$ cat src/rtl/gate_selftest.sv
// Sequencing stimulus/checker for an N-input combinational gate: walks every input
// vector, compares the gate output against TRUTH and reports pass/err_cnt/first fail.
// Optional: define GATE_SELFTEST_STOP_ON_FAIL_EN to end the run on the first mismatch.
module gate_selftest #(
  parameter int N_IN   = 2,
  parameter int SETTLE = 1,
  parameter     TRUTH  = 4'b1000
) (
  input  logic            clk,
  input  logic            rst,
  input  logic            start,
  output logic [N_IN-1:0] stim,
  input  logic            dut_o,
  output logic            busy,
  output logic            done,
  output logic            pass,
  output logic [N_IN:0]   err_cnt,
  output logic            fail_valid,
  output logic [N_IN-1:0] fail_vec
);
  localparam int            NV = 1 << N_IN;
  localparam logic [NV-1:0] TT = NV'(TRUTH);

  typedef enum logic [1:0] {IDLE, RUN, DONE} state_t;
  state_t state, state_nx;

  logic [3:0] cnt;
  logic       cmp, mis, last, finish, accept;

  always_comb begin
    cmp    = (state == RUN) && (cnt == 4'(SETTLE));
    // Case inequality so an X/Z gate output is scored as a mismatch.
    mis    = cmp && (dut_o !== TT[stim]);
    last   = &stim;
`ifdef GATE_SELFTEST_STOP_ON_FAIL_EN
    finish = cmp && (last || mis);
`else
    finish = cmp && last;
`endif
    accept = start && (state != RUN);
  end

  always_comb begin
    state_nx = state;
    case (state)
      IDLE:    if (start) state_nx = RUN;
      RUN:     if (finish) state_nx = DONE;
      DONE:    state_nx = start ? RUN : IDLE;
      default: state_nx = IDLE;
    endcase
  end

  always_ff @(posedge clk) begin
    if (rst) state <= IDLE;
    else     state <= state_nx;
  end

  always_ff @(posedge clk) begin
    if (rst) begin
      stim       <= '0;
      busy       <= 1'b0;
      done       <= 1'b0;
      pass       <= 1'b0;
      err_cnt    <= '0;
      fail_valid <= 1'b0;
      fail_vec   <= '0;
      cnt        <= '0;
    end else begin
      done <= 1'b0;
      if (accept) begin
        busy       <= 1'b1;
        stim       <= '0;
        cnt        <= '0;
        err_cnt    <= '0;
        fail_valid <= 1'b0;
        pass       <= 1'b0;
      end else if (state == RUN) begin
        if (mis) begin
          err_cnt <= err_cnt + 1'b1;
          if (!fail_valid) begin
            fail_vec   <= stim;
            fail_valid <= 1'b1;
          end
        end
        if (cmp) begin
          cnt <= '0;
          if (finish) begin
            busy <= 1'b0;
            done <= 1'b1;
            stim <= '0;
            pass <= (err_cnt == '0) && !mis;
          end else begin
            stim <= stim + 1'b1;
          end
        end else begin
          cnt <= cnt + 1'b1;
        end
      end
    end
  end
endmodule

$ cat config.mk
export PLATFORM = sky130hd
export DESIGN_NAME = gate_selftest
export DESIGN_NICKNAME = d
export VERILOG_FILES = /design/src/rtl/gate_selftest.sv
export SDC_FILE = /design/constraint.sdc
export NUM_CORES = 1
export LEC_CHECK = 0
export CAP_MARGIN = 25
export CELL_PAD_IN_SITES_DETAIL_PLACEMENT = 0
export CELL_PAD_IN_SITES_GLOBAL_PLACEMENT = 2
export CORE_MARGIN = 2
export CORE_UTILIZATION = 33
export CTS_CLUSTER_SIZE = 25
export DETAILED_ROUTE_END_ITERATION = 6
export PLACE_DENSITY_LB_ADDON = 0.1
export SYNTH_ARGS = -nofsm -noshare
export SYNTH_HDL_FRONTEND = slang
export SYNTH_SLANG_ARGS = --single-unit
$ cat constraint.sdc
create_clock -name clk -period 4 [get_ports clk]
set_clock_uncertainty 0.1 [all_clocks]
set_input_delay 0.4 -clock clk [delete_from_list [all_inputs] [get_ports clk]]
set_output_delay 0.4 -clock clk [all_outputs]
set_load 0.01 [all_outputs]
==> impl_results.rst <==
.. list-table::
   :header-rows: 1

   * - Metric
     - Value
   * - Average wire length per cell after detail routing
     - 12.35 um
   * - H-tree levels
     - 1
   * - Post-synthesis instance total
     - 90
   * - Register share of total power
     - 58.5%
   * - Number of nets with antenna violations after routing
     - 0
   * - Number of buffers added by the clock tree synthesis step
     - 3
   * - Largest net degree at the start of global routing
     - 20
   * - Die outline height
     - 54.78 um
   * - Post-route DRC
     - 0
   * - Number of standard-cell rows in the floorplan
     - 18
   * - Endpoint class of the critical path
     - flip-flop
   * - Pins over their slew limit
     - 0
   * - Biggest area consumer among synthesized cells
     - sky130_fd_sc_hd__dfxtp_1
   * - Final worst path period share
     - 44.24%
   * - Count of pins on the block boundary
     - 15
   * - Yosys reg bits
     - 17
   * - Pre-Repair DR Iteration Count
     - 4
   * - Most used flip-flop cell after synthesis
     - sky130_fd_sc_hd__dfxtp_1
   * - Top post-synthesis cells by area
     - sky130_fd_sc_hd__dfxtp_1 40%, sky130_fd_sc_hd__ha_1 7.4%, sky130_fd_sc_hd__mux2i_1 5.9%, sky130_fd_sc_hd__a21oi_1 4.7%, sky130_fd_sc_hd__o211ai_1 4.4%
   * - WS Path Type
     - flip-flop to flip-flop
   * - Proportion of synthesized chip area in sequential cells
     - 40.00%
   * - Global-route track usage on met3
     - 2.459%
   * - Floorplan die area
     - 3000 um2
   * - Fillcell total
     - 253
   * - Synth cell count leaders
     - 17 x sky130_fd_sc_hd__dfxtp_1, 8 x sky130_fd_sc_hd__a21oi_1, 7 x sky130_fd_sc_hd__inv_1, 7 x sky130_fd_sc_hd__nand2_1
   * - Cts-stage hold buffer count
     - 0
   * - Clock tree from TritonCTS
     - built
   * - Count of unique library cells instantiated by Yosys
     - 31
   * - Total core area
     - 2455 um2
   * - Tightest Pin Transition
     - 762.8 ps
   * - R2R Path Start
     - cnt[0]
   * - Routability congestion estimate
     - 0.7118
   * - Cell Pwr Density
     - 290.6 nW/um2
   * - Clk sink count
     - 17
   * - N_diodes
     - 0
   * - Flop-to-flop setup slack
     - 2230 ps
   * - Critical R2R Capture
     - stim[0]
   * - Clock-pin slew reported for the worst setup and hold paths after clock tree synthesis
     - 100 ps
   * - # resized after CTS
     - 0
   * - Final hold violations
     - 0
   * - Result of the run
     - completed
   * - CP startpoint kind
     - flip-flop
   * - Routed vias
     - 678
   * - Via count of the first global-routing pass
     - 598
   * - Detailed placement HPWL
     - 1202 um
   * - Most repeated cell in the gate-level netlist after synthesis
     - sky130_fd_sc_hd__dfxtp_1
   * - Layer with the highest usage
     - met1
   * - CP required
     - 4110 ps
   * - Worst Min Path Start
     - fail_vec[1]
   * - Number of cells on the worst reg-to-reg path
     - 4
   * - Syn avg cell area
     - 9.454 um2
   * - Starting utilization of the core area
     - 34.66%
   * - Net Sw Frac
     - 25.10%
   * - Syn nets
     - 99
   * - Number of antenna violations at the first check in global routing
     - 0
   * - First-pass GRT wire length
     - 2739 um
   * - Sw Pwr
     - 0.07493 mW
   * - Clk pwr share
     - 30.0%
   * - Count of port buffers added during placement
     - 14
   * - End point of the most critical hold path
     - fail_vec[1]
   * - # Post-CTS Setup Buffers
     - 0
   * - Proportion of power drawn by combinational gates
     - 11.5%
   * - Crit path time final
     - 1770 ps
   * - Post-Synthesis Cell Area
     - 850.8 um2
   * - Layout overhead on the synthesized area
     - 20.74%
   * - WL final
     - 1643 um
   * - Synthesis warning total
     - 0
   * - Max-slew headroom
     - 49.15%
   * - Async SR Flop Fraction
     - 0%
   * - Net count of the finished layout
     - 113
   * - Clk root buf
     - sky130_fd_sc_hd__clkbuf_4
   * - Final setup margin
     - 2230 ps
   * - Number of violations of the max-capacitance limit
     - 0
   * - Achievable frequency
     - 565.1 MHz
   * - Share of cells above drive strength 1
     - 7.767%
   * - Global route overflow
     - 0
   * - First DRT Iteration DRCs
     - 9
   * - Setup TNS
     - 0 ps
   * - Total track usage
     - 12.73%
   * - Max FO, Critical Path
     - 11
   * - Met1 track demand over resource
     - 18.64%
   * - Number of failing setup endpoints in the final timing report
     - 0
   * - Unrepaired setup endpoints after global routing
     - no
   * - Min-Delay Path Depth
     - 2
   * - Post-DR vias/cell
     - 5.098
   * - Arrival time reported for the critical path endpoint
     - 1880 ps
   * - Die width
     - 54.78 um
   * - Number of flops mapped to enable cells by yosys
     - 0
   * - Leakage
     - 0.3349 nW
   * - Startpoint of the worst setup timing path
     - cnt[0]
   * - Area fraction of the dominant cell type after synthesis
     - 40.00%
   * - Pwr Total
     - 0.2985 mW
   * - Worst VDD drop
     - 0.0001302 V
   * - Latest clock arrival within the worst-skew pair
     - 280 ps
   * - CTS Buffer Depth
     - 2
   * - Cell Int Power
     - 0.2236 mW
   * - Post-place setup slack
     - 1985 ps
   * - Class of the most critical hold timing path
     - flip-flop to flip-flop
   * - Met2 Track Usage GR
     - 18.06%
-- flip-flops by register name, indices dropped and copies added, names as in the netlist --
| name | flops |
|---|---|
| pass | 1 |
| busy | 1 |
| done | 1 |
| fail_valid | 1 |
| stim | 2 |
| state | 2 |
| cnt | 4 |
| fail_vec | 2 |
| err_cnt | 3 |
-- cell families after synthesis --
group / after synthesis / synth area share, %
AND/OR/NAND/NOR: 27 / 22.65
AO/OA/AOI/OAI: 23 / 16.77
flip-flops: 17 / 40.00
buffers and inverters: 12 / 6.323
multiplexers: 5 / 5.883
adder cells (fa/ha/maj): 5 / 7.353
XOR/XNOR: 1 / 1.030
-- critical path: stages (launching register included) --
cell                      delay, ps
sky130_fd_sc_hd__dfxtp_1        410
sky130_fd_sc_hd__ha_1           180
sky130_fd_sc_hd__or3b_4         470
sky130_fd_sc_hd__or4_1          420
sky130_fd_sc_hd__a21oi_1        120
-- cell usage in the layout (no fill, tap or decap), types with 2 or more instances in the layout --
cell,count
sky130_fd_sc_hd__a21oi_1,8
sky130_fd_sc_hd__clkbuf_4,3
sky130_fd_sc_hd__clkdlybuf4s50_1,14
sky130_fd_sc_hd__dfxtp_1,17
sky130_fd_sc_hd__ha_1,5
sky130_fd_sc_hd__inv_1,7
sky130_fd_sc_hd__mux2i_1,5
sky130_fd_sc_hd__nand2_1,7
sky130_fd_sc_hd__nand2b_1,2
sky130_fd_sc_hd__nand3_1,2
sky130_fd_sc_hd__nor4_1,2
sky130_fd_sc_hd__o211ai_1,5
sky130_fd_sc_hd__o21ai_0,5
sky130_fd_sc_hd__or3_1,3
sky130_fd_sc_hd__or4_1,2
-- layer usage --
| layer | vias to the layer above | part of all wire (%) |
|---|---|---|
| met4 | 0 | 0.61 |
| met2 | 11 | 42 |
| li1 | 351 | - |
| met1 | 314 | 54 |
| met3 | 2 | 2.9 |
| met5 | - | 0 |
-- through the flow --
stage	util [%]	hold WS, ps	std cells	cell area (um2)
6_report	41.85	363.1	133	1027
3_5_place_dp	40.77	353.3	129	1001
4_1_cts	41.85	368.5	133	1027
2_1_floorplan	-	361.8	90	850.8
3_3_place_gp	40.77	348.5	129	1001
5_1_grt	41.85	391.4	133	1027
-- area by class of cell --
cell class | instances | area, um2 | area share [%]
repair buffers | 14 | 140.1 | 13.64
multi-input cells | 61 | 456.7 | 44.46
well taps | 30 | 37.54 | 3.654
flip-flops and latches | 17 | 340.3 | 33.13
clock buffers | 4 | 26.28 | 2.558
inverters | 7 | 26.28 | 2.558
-- power groups by stage --
| stage | Sequential (mW) | Combinational, mW | Clock [mW] |
|---|---|---|---|
| 3_3_place_gp | 0.179 | 0.0348 | 0 |
| 2_1_floorplan | 0.179 | 0.0247 | 0 |
| 3_5_place_dp | 0.178 | 0.0346 | 0 |
| 4_1_cts | 0.175 | 0.0347 | 0.0921 |
| 6_report | 0.175 | 0.0343 | 0.0896 |
| 5_1_grt | 0.175 | 0.0375 | 0.0960 |
-- how the worst max path moves through the flow --
stage	to	slack [ps]
final	stim[0]	2230
after global routing	fail_vec[0]	2110
after CTS	fail_valid	2220
after detailed placement	fail_valid	1980
after global placement	fail_valid	2010
after floorplan	fail_vec[0]	2360
No activity file was read; power rests on OpenSTA's default activity.
